===== src/rtl/mult_pkg.sv =====
// Shared types and constants for the shared-multiplier arbiter.
package mult_pkg;

    localparam int unsigned MULT_W = 16;
    localparam int unsigned PROD_W = 2 * MULT_W;

    // 2'd3 is unused and recovers to ST_IDLE.
    typedef enum logic [1:0] {
        ST_IDLE = 2'd0,
        ST_MUL  = 2'd1,
        ST_HOLD = 2'd2
    } state_t;

    // Round-robin pick between two requesters; bit 0 = requester 0, bit 1 = requester 1.
    function automatic logic [1:0] rr_grant(input logic v0, input logic v1, input logic last);
        logic [1:0] g;
        g = 2'b00;
        if (v0 && v1) begin
            g = last ? 2'b01 : 2'b10;
        end else if (v0) begin
            g = 2'b01;
        end else if (v1) begin
            g = 2'b10;
        end
        return g;
    endfunction

endpackage


===== src/rtl/simple_combinational_mult.sv =====
// Unsigned 16x16 -> 32 combinational multiplier.
module simple_combinational_mult
    import mult_pkg::*;
(
    input  logic [MULT_W-1:0] a,
    input  logic [MULT_W-1:0] b,
    output logic [PROD_W-1:0] p
);

    // Full-width product, operands zero-extended before the multiply.
    assign p = PROD_W'(a) * PROD_W'(b);

endmodule


===== src/rtl/mult_share_arbiter.sv =====
// Round-robin sharing of one multiplier between two valid/ready requesters.
module mult_share_arbiter
    import mult_pkg::*;
#(
    parameter int unsigned WIDTH = MULT_W
) (
    input  logic               clk,
    input  logic               rst_n,
    input  logic               req0_valid,
    input  logic [WIDTH-1:0]   req0_a,
    input  logic [WIDTH-1:0]   req0_b,
    output logic               req0_ready,
    input  logic               req1_valid,
    input  logic [WIDTH-1:0]   req1_a,
    input  logic [WIDTH-1:0]   req1_b,
    output logic               req1_ready,
    output logic               rsp_valid,
    output logic               rsp_id,
    output logic [2*WIDTH-1:0] rsp_product,
    input  logic               rsp_ready,
    output logic               busy,
    output logic [15:0]        op_count
);

    state_t             state;
    logic [WIDTH-1:0]   op_a;
    logic [WIDTH-1:0]   op_b;
    logic               id_r;
    logic               last_grant;
    logic [2*WIDTH-1:0] product;
    logic [1:0]         grant;

    simple_combinational_mult u_mult (
        .a (op_a),
        .b (op_b),
        .p (product)
    );

    // Grant only offered while idle; one-hot by construction.
    assign grant      = rr_grant(req0_valid, req1_valid, last_grant);
    assign req0_ready = (state == ST_IDLE) && grant[0];
    assign req1_ready = (state == ST_IDLE) && grant[1];
    assign busy       = (state != ST_IDLE);

    // Accept -> latch operands -> register product -> hold until consumed.
    always_ff @(posedge clk) begin
        if (!rst_n) begin
            state       <= ST_IDLE;
            op_a        <= '0;
            op_b        <= '0;
            id_r        <= 1'b0;
            last_grant  <= 1'b1;
            rsp_valid   <= 1'b0;
            rsp_id      <= 1'b0;
            rsp_product <= '0;
            op_count    <= 16'd0;
        end else begin
            case (state)
                ST_IDLE: begin
                    if (req0_valid && req0_ready) begin
                        op_a       <= req0_a;
                        op_b       <= req0_b;
                        id_r       <= 1'b0;
                        last_grant <= 1'b0;
                        state      <= ST_MUL;
                    end else if (req1_valid && req1_ready) begin
                        op_a       <= req1_a;
                        op_b       <= req1_b;
                        id_r       <= 1'b1;
                        last_grant <= 1'b1;
                        state      <= ST_MUL;
                    end
                end
                ST_MUL: begin
                    rsp_product <= product;
                    rsp_id      <= id_r;
                    rsp_valid   <= 1'b1;
                    state       <= ST_HOLD;
                end
                ST_HOLD: begin
                    if (rsp_ready) begin
                        rsp_valid <= 1'b0;
                        op_count  <= op_count + 16'd1;
                        state     <= ST_IDLE;
                    end
                end
                default: begin
                    rsp_valid <= 1'b0;
                    state     <= ST_IDLE;
                end
            endcase
        end
    end

endmodule


===== config.mk =====
export PLATFORM = sky130hd
export DESIGN_NAME = mult_share_arbiter
export DESIGN_NICKNAME = d
export VERILOG_FILES = /design/src/rtl/mult_pkg.sv /design/src/rtl/simple_combinational_mult.sv /design/src/rtl/mult_share_arbiter.sv
export SDC_FILE = /design/constraint.sdc
export NUM_CORES = 1
export LEC_CHECK = 0
export ABC_AREA = 1
export BUFFER_PORTS_ARGS = -buffer_cell sky130_fd_sc_hd__buf_2
export CAP_MARGIN = 40
export CORE_AREA = 5 5 194 243
export CTS_CLUSTER_SIZE = 24
export DETAILED_ROUTE_END_ITERATION = 12
export DIE_AREA = 0 0 199 248
export SYNTH_ARGS = -nofsm -noshare
export SYNTH_HDL_FRONTEND = slang
export SYNTH_SLANG_ARGS = --single-unit

===== constraint.sdc =====
create_clock -name clk -period 6.9 [get_ports clk]
set_input_delay 0.345 -clock clk [delete_from_list [all_inputs] [get_ports clk]]
set_output_delay 0.345 -clock clk [all_outputs]
set_load 0.03 [all_outputs]

# == After elaboration in Yosys (flattened, before gate mapping) ==
# Cells that the tools add are included.
# word_totals
out_inout_bits,53
reg_bits,86
elab_cells,44
in_bits,69
# classes
mux,16
eq_ne,4
n_reduce_logical,12
multipliers,1
addsub,1
n_bitwise,1
# ops
op,count
$mux 16,4
$mul 16x16->32,1
$add 16x1->16 const B,1
$mux 2,7
$reduce_and 2->1,4
$pmux 2 s3,1
$logic_and 1x1->1,5
$reduce_bool 2->1,2
$mux 1,3
$ne 3x1->1 const B,1
$pmux 1 s3,1
$eq 2x1->1 const B,1
$eq 2x2->1 const B,1
$logic_not 2->1,1
$ne 2x2->1 const B,1
$not 1->1,1

# == Logic depth before layout (Yosys ltp) ==
# Gate-level depths: netlist of run 1.
# depth
word_depth,8
mapped_depth,27
mapped_depth_nobuf,25

# == Modules after synthesis ==
# A second synthesis of run 1 with hierarchy kept.
# hier_totals
cells_unflattened,1933
hier_area_um2,13271.5
# by_module_without_submodules
module,cells_each,instances,area_each_um2,seq_area_each_um2
simple_combinational_mult,1369,1,9471.6,0.0
mult_share_arbiter,564,1,3799.9,1721.7

# == Least setup slack after synthesis of run 1 ==
# No wires, ideal clock.
# synth_timing
path_type,reg2reg
startpoint,reg op_b[7]
endpoint,reg rsp_product[31]
setup_time_ps,117
required_time_ps,6783
path_slack_ps,1601
synth_period_minus_slack_ps,5299
n_path_buf,2
path_stages_with_launch,25
arrival_ps,5182
cell_sequence,dfxtp_1 clkbuf_1 clkbuf_1 nand2_1 fa_1 inv_1 fa_1 inv_1 fa_1 inv_1 fa_1 fa_1 inv_1 fa_1 inv_1 ha_1 nand2_1 nor2_1 nand3_1 nand3_1 nand2_1 nand3_1 nand2_1 nor2_1 nor2_1
# synth_between
elab_chain_cells,1
# synth_lines
element,line,text
start: declaration,mult_share_arbiter.sv:27,logic [WIDTH-1:0] op_b;
start signal: assignment,mult_share_arbiter.sv:62,op_b <= req0_b;
start signal: assignment,mult_share_arbiter.sv:68,op_b <= req1_b;
$mul 16x16->32,simple_combinational_mult.sv:11,assign p = PROD_W'(a) * PROD_W'(b);
end signal: assignment,mult_share_arbiter.sv:75,rsp_product <= product;
end: declaration,mult_share_arbiter.sv:19,"output logic [2*WIDTH-1:0] rsp_product,"
# Every way passes these cells.
# A chain may end at the register's enable or synchronous reset.

# == Worst setup path after layout of run 1 ==
# layout_timing
startpoint,reg op_b[8]
endpoint,reg rsp_product[31]
# The elaborated chain is that of the path after synthesis.

==> results.cfg, run 1 <==
[layout]
post_layout_nonfiller_instances = 2486
layout_common_cells = inv_1 (479), nand2_1 (477), fa_1 (194)
fill_cells = 4819
fin_area_mm2 = 0.0146
area_growth_syn_to_layout_pct = 10.9
antenna_cells = 0
fraction_of_layout_instances_using_a_drive_strength_above_1_pct = 12.3
final_common_cell = inv_1
num-nets-final = 2271
final_core_utilization_pct = 32.7

[grt]
use_met2_pct = 28.3
grt_max_degree = 57
gr-usage-all-layers_pct = 15.6
met3_usage_pct = 1.51
grtUsageMet1_pct = 18.4
grt_first_pass_wirelength_um = 61300
grt_busiest_layer = met2
antenna_violations_before_repair = 0
grt-ovfl-total = 0
first_global_vias = 11900

[synth]
synth-main-ff-cell = dfxtp_1
leading_area_contributor_after_synthesis = fa_1
synth_top_cell_area_share_pct = 29.5
async_reset_ff_share_pct = 0
syn_area_mm2 = 0.0132
synth.distinct_cells = 37
synth_top_cells_by_area = fa_1 (29%), inv_1 (14%), nand2_1 (14%), dfxtp_1 (13%), ha_1 (10%)
synth-edff-count = 0
postSynthNetCount = 2206
post_synth.cell_area_avg_um2 = 7.16
synth_warnings = 0
flip_flop_and_latch_count_after_synthesis = 86
syn-instance-count = 1838
seq_area_frac_synth_pct = 13.1

[critical_path]
cp.buffers_inverters = 5
r2r_cells = 22
timing.critical_path.max_delay_family = adder cells
crit-reg2reg-capture = rsp_product[31]
crit_path_launch = op_b[8]
setup.reg_to_reg.worst_slack_ns = 0.80
critical_path.cell_chain = nand2_1 > fa_1 > inv_1 > fa_1 > inv_1 > fa_1 > inv_1 > fa_1 > fa_1 > inv_1 > fa_1 > inv_1 > ha_1 > nand2_1 > nor2_1 > nand3_1 > nand3_1 > nand2_1 > nand3_1 > nand2_1 > nor2_1 > nor2_1
worstPathMaxFanout = 17
crit_end = rsp_product[31]
end_kind = flop
worstPathRequired_ns = 7.16
critical_path.reg2reg.startpoint = op_b[8]
critPathLaunchType = flop
worst-endpoint-arrival_ns = 6.36
crit_cells = 22
timing_worst_setup_path_type = flop to flop
critical_path.slowest_cell = dfxtp_1
path_common_cell = fa_1
max_stage_delay_ns = 0.95

[die]
floorplan.initialDensity_pct = 29.5
die_x_um = 199
chipHeight_um = 248
io_pins = 122
floorplan.core_area_mm2 = 0.0446
placement_rows = 87
fp.dieArea_mm2 = 0.0494

[clock_tree]
cts.path.max_buffers = 2
h-tree-depth = 3
cts-hold-fix-buffers = 0
cts_inserted_buffers = 9
insertion_delay_ns = 0.38
cts.sink_count = 86
cts_tree = built
postCtsSetupBuffers = 0
cts_root_buffer = clkbuf_16
clk_pin_slew_worst_paths_ns = 0.07
resize_count_post_cts = 0

[min_path]
timing.hold.worst.class = input port to flop

[timing]
tns_ns = 0
timing.hold.ws_ns = 0.229
report.final.slew_viol_count = 0
final.period_utilization_pct = 88.4
clock_skew_ns = 0.0167
finalHoldViolCount = 0
grt_setup_unrepaired = no
final_period_minus_worst_setup_slack_ns = 6.10
maxClockFrequency_mhz = 164
setup_viol = 0
max_slew_margin_pct = 36.0
tightestPinTransition_ns = 0.958

[flow_run]
max_cap_viol_count = 0

[pwr]
worst_ir_drop_vdd_mv = 0.246
leakagePower_nw = 8.59
powerDensity_mw_per_mm2 = 172

[route]
drt-pass1-iter-count = 5
via_per_inst = 4.55
drc = 0
final_antenna_net_count = 0
drt_first_iter_violations = 660
vias = 11300
routedWlPerCell_um = 15.2
route.final.wire_length_um = 37700

[placement]
gp_congestion = 0.957
place_inst = 2470
dpl-instance-area_mm2 = 0.0143
detailedPlacementHpwl_um = 30800
io_buffers = 121

[run_status]
status = complete, no violations
==> final cells by class <==
cell class	instances	area [µm²]	area share, %
timing repair buffer	146	828	5.67
inverter	480	1800	12.3
clock inverter	7	77.6	0.531
tap	578	723	4.95
sequential	86	1720	11.8
multi-input combinational	1180	9220	63.2
clock buffer	9	225	1.54
==> through the flow <==
| step | total power (W) | setup slack, ns |
|---|---|---|
| floorplan | 0.00155 | 1.60 |
| global placement | 0.00197 | 0.783 |
| detailed placement | 0.00199 | 0.797 |
| CTS | 0.00255 | 0.760 |
| global route | 0.00274 | 0.531 |
| finish | 0.00252 | 0.801 |
==> per-layer routing <==
layer | vias to the layer above | routed length [µm]
li1 | 5455 | -
met5 | - | 0
met2 | 316 | 19800
met4 | 0 | 1800
met1 | 5441 | 14500
met3 | 98 | 1570
==> sequential cells by signal (all words and copies together), names as in the netlist <==
register,count
rsp_product,32
op_a,16
op_b,16
op_count,16
state,2
id_r,1
last_grant,1
rsp_id,1
rsp_valid,1
==> worst register-to-register path, cell delays in order, from the launching register on <==
cell,delay (ns)
dfxtp_1,0.95
nand2_1,0.19
fa_1,0.54
inv_1,0.06
fa_1,0.50
inv_1,0.05
fa_1,0.53
inv_1,0.05
fa_1,0.48
fa_1,0.51
inv_1,0.05
fa_1,0.49
inv_1,0.05
ha_1,0.38
nand2_1,0.15
nor2_1,0.23
nand3_1,0.12
nand3_1,0.22
nand2_1,0.11
nand3_1,0.10
nand2_1,0.05
nor2_1,0.14
nor2_1,0.05
==> kinds of logic (layout without fill, tap and decap cells) <==
family	Yosys count	count (layout)	share of synthesized area, %
AND/OR/NAND/NOR	726	726	22.4
buffers and inverters	572	642	16.9
adder cells (fa/ha/maj)	299	299	39.5
AO/OA/AOI/OAI	141	141	7.17
flip-flops	86	86	13.1
XOR/XNOR	14	14	0.931
==> worst min-delay path by stage <==
stage	slack [ns]	endpoint	cells after the start	startpoint
3_5_place_dp	0.46	op_count[15]	2	op_count[15]
5_1_grt	0.22	op_a[3]	3	req0_a[3]
6_report	0.23	op_a[3]	3	req0_a[3]
2_1_floorplan	0.44	id_r	2	id_r
4_1_cts	0.21	op_a[0]	3	req0_a[0]
3_3_place_gp	0.45	op_count[15]	2	op_count[15]
==> Yosys cell counts (3+ instances only) <==
master / number
ha_1: 105
o21ai_1: 5
nor2_2: 3
a21o_1: 3
clkbuf_1: 78
nand3_1: 79
a21oi_1: 37
buf_4: 4
xnor2_1: 3
dfxtp_1: 86
nand4_1: 6
inv_1: 479
nor2_1: 147
buf_12: 3
nand2_1: 477
xor2_1: 11
buf_2: 4
o21ai_2: 58
fa_1: 194
o21ai_0: 33
==> power breakdown <==
group / internal (W) / leakage (nW) / switching, W
registers: 0.000550 / 0.705 / 0.000141
clock network: 0.000285 / 0.147 / 0.000248
logic: 0.000462 / 7.74 / 0.000831
total: 0.00130 / 8.59 / 0.00122
(Power assumes the default switching activity.)
==> run 2: changes to the inputs <==
- clock period: 6.9 -> 4.9 ns (I/O delays scaled with it)
==> results.cfg, run 2 (synthesized netlist as in run 1, its figures left out) <==
[clock_tree]
cts_tree = built
cts_inserted_buffers = 9
h-tree-depth = 3
cts_root_buffer = clkbuf_16
cts.path.max_buffers = 2
clk_pin_slew_worst_paths_ns = 0.09
cts-hold-fix-buffers = 0
cts.sink_count = 86
insertion_delay_ns = 0.38

[die]
chipHeight_um = 248
die_x_um = 199
io_pins = 122
floorplan.core_area_mm2 = 0.0446
floorplan.initialDensity_pct = 29.5
fp.dieArea_mm2 = 0.0494
placement_rows = 87

[pwr]
powerDensity_mw_per_mm2 = 262
totalPowerFinal_w = 0.00432
worst_ir_drop_vdd_mv = 0.163
leakagePower_nw = 9.43

[timing]
grt_setup_unrepaired = yes
tns_ns = -3.03
finalHoldViolCount = 0
report.final.slew_viol_count = 0
final.period_utilization_pct = 105
final_period_minus_worst_setup_slack_ns = 5.15
postLayoutSetupSlackWorst_ns = -0.248
setup_viol = 20
maxClockFrequency_mhz = 194
tightestPinTransition_ns = 0.837
clock_skew_ns = 0.0228
max_slew_margin_pct = 44.2

[layout]
fill_cells = 4679
layout_common_cells = inv_1 (451), nand2_1 (411), fa_1 (186)
num-nets-final = 2393
final_common_cell = inv_1
final_core_utilization_pct = 37.0
area_growth_syn_to_layout_pct = 25.3
fraction_of_layout_instances_using_a_drive_strength_above_1_pct = 26.9
largest_register_ffs = 32
largest_register = rsp_product
antenna_cells = 0

[flow_run]
max_cap_viol_count = 0

[critical_path]
worstPathMaxFanout = 7
end_kind = flop
timing_worst_setup_path_type = flop to flop
worst-endpoint-arrival_ns = 5.41
setup.reg_to_reg.worst_slack_ns = -0.25
worstPathRequired_ns = 5.16
critical_path.reg2reg.startpoint = op_b[4]
critPathLaunchType = flop
crit_path_launch = op_b[4]
crit_end = rsp_product[27]
crit-reg2reg-capture = rsp_product[27]
r2r_cells = 24

[route]
drt_first_iter_violations = 471
drt-pass1-iter-count = 5
via_per_inst = 4.49
final_antenna_net_count = 0
routedWlPerCell_um = 14.8
route.final.wire_length_um = 38600
drc = 0
vias = 11700

[grt]
grt_max_degree = 57
antenna_violations_before_repair = 0
first_global_vias = 12600
grt-ovfl-total = 0
gr-usage-all-layers_pct = 16.2
grt_first_pass_wirelength_um = 63600

[placement]
io_buffers = 121
detailedPlacementHpwl_um = 31700
gp_congestion = 0.910
dpl_worst_slack_ns = -0.583

[min_path]
timing.hold.worst.class = input port to flop

[run_status]
failed_checks = negative setup slack
status = finished with violations
==> run 2: final cells by class <==
type                       instances  area [µm²]  area share (%)
multi-input combinational       1180        9940            60.3
inverter                         480        1800            10.9
sequential                        86        1800            10.9
timing repair buffer             268        1910            11.5
tap                              578         723            4.38
clock inverter                     6        97.6           0.591
clock buffer                      10         229            1.39
==> run 2: where the power goes <==
part | leakage, nW | total, W | internal [W] | switching, W
logic | 8.55 | 0.00259 | 0.00111 | 0.00148
clock network | 0.160 | 0.000829 | 0.000458 | 0.000371
registers | 0.720 | 0.000900 | 0.000784 | 0.000116
total | 9.43 | 0.00432 | 0.00235 | 0.00196
==> run 2: layer usage <==
metal | global-route usage [%] | wire length, µm
met1 | 19.2 | 15500
met2 | 29.2 | 19900
met3 | 2.58 | 1750
met4 | 6.30 | 1490
met5 | 0 | 0
==> run 2: how the worst min path moves through the flow <==
stage,startpoint,to,slack (ns),cells after the start
2_1_floorplan,req1_a[3],op_a[3],0.41,2
3_3_place_gp,op_count[15],op_count[15],0.45,2
3_5_place_dp,rsp_product[0],rsp_product[0],0.46,2
4_1_cts,req0_a[6],op_a[6],0.10,3
5_1_grt,req0_a[6],op_a[6],0.11,3
6_report,req0_a[6],op_a[6],0.12,3
==> run 2: timing repair <==
item / in CTS / in global routing
pin swaps: 31 / 49
buffers inserted: 10 / 10
setup endpoints to repair: 23 / 24
gates cloned: 0 / 1
resized for setup: 131 / 100
==> run 2: worst max-delay path, cell delays in order (launching register included) <==
cell	delay (ns)
dfxtp_4	0.39
buf_6	0.14
nand2_1	0.06
inv_1	0.05
fa_1	0.53
inv_1	0.05
fa_1	0.40
fa_1	0.56
inv_2	0.04
fa_2	0.47
fa_1	0.53
inv_1	0.07
fa_1	0.50
inv_2	0.05
ha_4	0.31
nand2_4	0.08
nor2_4	0.12
buf_6	0.12
nand2_2	0.04
nor2_1	0.09
nand2_1	0.10
nand4_1	0.12
nand3_2	0.11
nand2_1	0.07
inv_1	0.03
==> run 2: stage by stage <==
stage          hold slack, ns  std cells  area [µm²]
6_report                0.118       2608       16500
4_1_cts                 0.103       2597       16100
2_1_floorplan           0.406       1838       13600
3_5_place_dp            0.461       2572       15300
5_1_grt                 0.109       2608       16500
3_3_place_gp            0.453       2572       15300
==> run 3: changes to the inputs <==
- CTS_CLUSTER_DIAMETER: not set -> 40
- GPL_TIMING_DRIVEN: not set -> 0
- PLACE_DENSITY: not set -> 0.52
==> results.cfg, run 3 (synthesized netlist as in run 1, its figures left out) <==
[critical_path]
cp.buffers_inverters = 7
critPathLaunchType = flop
worst-endpoint-arrival_ns = 5.66
max_stage_delay_ns = 0.59
critical_path.slowest_cell = fa_1
worstPathRequired_ns = 5.18
timing_worst_setup_path_type = flop to flop
timing.critical_path.max_delay_family = adder cells
worstPathMaxFanout = 6
path_common_cell = fa_1
end_kind = flop
critical_path.reg2reg.startpoint = op_b[9]
crit-reg2reg-capture = rsp_product[26]
setup.reg_to_reg.worst_slack_ns = -0.49
critical_path.cell_chain = clkbuf_16 > buf_8 > nand2_4 > fa_1 > inv_1 > fa_1 > fa_1 > fa_1 > fa_1 > inv_1 > fa_2 > inv_2 > ha_4 > nand2_4 > nor2_4 > buf_4 > nand2_1 > nand3_2 > nand2_1 > nand4_1 > nand3_1 > nand2_1 > inv_1
r2r_cells = 23
crit_path_launch = op_b[9]

[timing]
tns_ns = -7.84
report.final.slew_viol_count = 0
maxClockFrequency_mhz = 186
setup_viol = 21
finalHoldViolCount = 0
final_period_minus_worst_setup_slack_ns = 5.39
max_slew_margin_pct = 46.2
final.period_utilization_pct = 110
grt_setup_unrepaired = yes
postLayoutSetupSlackWorst_ns = -0.485
tightestPinTransition_ns = 0.807
clock_skew_ns = 0.0162

[pwr]
powerDensity_mw_per_mm2 = 263
worst_ir_drop_vdd_mv = 0.196
leakagePower_nw = 9.64

[layout]
antenna_cells = 0
largest_register = rsp_product
fin_area_mm2 = 0.0171
seq_area_mm2 = 0.00179
layout_common_cells = inv_1 (436), nand2_1 (376), fa_1 (179)
final_core_utilization_pct = 38.3
largest_register_ffs = 32
fill_cells = 4678
num-nets-final = 2388
final_common_cell = inv_1
area_growth_syn_to_layout_pct = 29.7
multi_input_comb_area_mm2 = 0.0102
post_layout_nonfiller_instances = 2603
fraction_of_layout_instances_using_a_drive_strength_above_1_pct = 29.6

[grt]
antenna_violations_before_repair = 1
gr-usage-all-layers_pct = 19.4
grt-ovfl-total = 0
first_global_vias = 12700
grt_first_pass_wirelength_um = 72200
grt_max_degree = 18

[placement]
gp_congestion = 0.879
dpl_worst_slack_ns = -1.28
detailedPlacementHpwl_um = 36300
io_buffers = 121
dpl-instance-area_mm2 = 0.0149
place_inst = 2539

[min_path]
hold_path_end = op_b[9]
timing.hold.worst_path_depth = 3
timing.hold.worst.class = input port to flop
timing.hold.worst.start = req0_b[9]

[die]
placement_rows = 87
die_x_um = 199
floorplan.initialDensity_pct = 29.5
chipHeight_um = 248
floorplan.core_area_mm2 = 0.0446
io_pins = 122
fp.dieArea_mm2 = 0.0494

[run_status]
failed_checks = negative setup slack
status = finished with violations

[route]
drc = 0
routedWlPerCell_um = 18.0
final_antenna_net_count = 0
drt_first_iter_violations = 652
vias = 11900
via_per_inst = 4.55
route.final.wire_length_um = 46800
drt-pass1-iter-count = 5

[flow_run]
max_cap_viol_count = 0

[clock_tree]
clk_pin_slew_worst_paths_ns = 0.08
cts_inserted_buffers = 9
cts_tree = built
cts.sink_count = 86
insertion_delay_ns = 0.39
h-tree-depth = 3
cts_root_buffer = clkbuf_16
cts.path.max_buffers = 2
[run 3: cell types whose count changed in the layout (fill, tap and decap cells not counted), sizes merged]
| cell | change |
|---|---|
| clkbuf | +47 |
| clkinv | +2 |
| bufinv | -2 |
| buf | -53 |
| clkinvlp | +1 |
[run 3: area by class of cell]
| class | instances | area share, % |
|---|---|---|
| clock inverters | 7 | 0.388 |
| inverters | 480 | 10.6 |
| flip-flops and latches | 86 | 10.5 |
| multi-input cells | 1180 | 59.9 |
| clock buffers | 9 | 1.32 |
| well taps | 578 | 4.23 |
| repair buffers | 189 | 7.25 |
| plain buffers | 74 | 5.88 |
[run 3: worst max-delay path by stage]
| stage | slack (ns) | end | cells after the start |
|---|---|---|---|
| CTS | -0.51 | rsp_product[31] | 24 |
| global route | -0.61 | rsp_product[24] | 22 |
| finish | -0.49 | rsp_product[26] | 23 |
| detailed placement | -1.28 | rsp_product[31] | 24 |
| global placement | -1.29 | rsp_product[23] | 25 |
| floorplan | -0.007 | rsp_product[31] | 24 |
[run 3: timing repair]
action | 4_1_cts | 5_1_grt
resized for setup | 258 | 181
endpoints found under the hold margin | 0 | 0
pin swaps | 98 | 140
cloned | 0 | 1
hold buffers | 0 | 0
endpoints found under the setup margin | 25 | 24
setup buffers | 53 | 13
[run 3: metal layers]
metal | share of wire (%) | vias up | GRT usage, %
met4 | 5.0 | 2 | 8.73
met3 | 4.7 | 87 | 2.78
li1 | - | 5702 | -
met2 | 52 | 322 | 35.8
met1 | 39 | 5741 | 22.2
met5 | 0.024 | - | 0
[run 3: where the power goes]
part | internal [W] | total (W) | switching [W]
combinational | 0.00118 | 0.00290 | 0.00172
sequential | 0.000783 | 0.000866 | 0.0000833
clock | 0.000357 | 0.000734 | 0.000376
total | 0.00232 | 0.00450 | 0.00218
[run 3: worst reg2reg max path, cell delays in order (launching register included)]
cell	delay, ns
dfxtp_4	0.41
clkbuf_16	0.15
buf_8	0.13
nand2_4	0.05
fa_1	0.54
inv_1	0.05
fa_1	0.46
fa_1	0.59
fa_1	0.47
fa_1	0.56
inv_1	0.05
fa_2	0.57
inv_2	0.06
ha_4	0.32
nand2_4	0.09
nor2_4	0.14
buf_4	0.13
nand2_1	0.06
nand3_2	0.06
nand2_1	0.07
nand4_1	0.07
nand3_1	0.10
nand2_1	0.11
inv_1	0.04
[run 3: per-stage QoR]
stage	power [W]	hold slack, ns
floorplan	0.00238	0.406
global placement	0.00309	0.454
detailed placement	0.00310	0.467
CTS	0.00433	0.0910
global route	0.00483	0.106
finish	0.00450	0.109
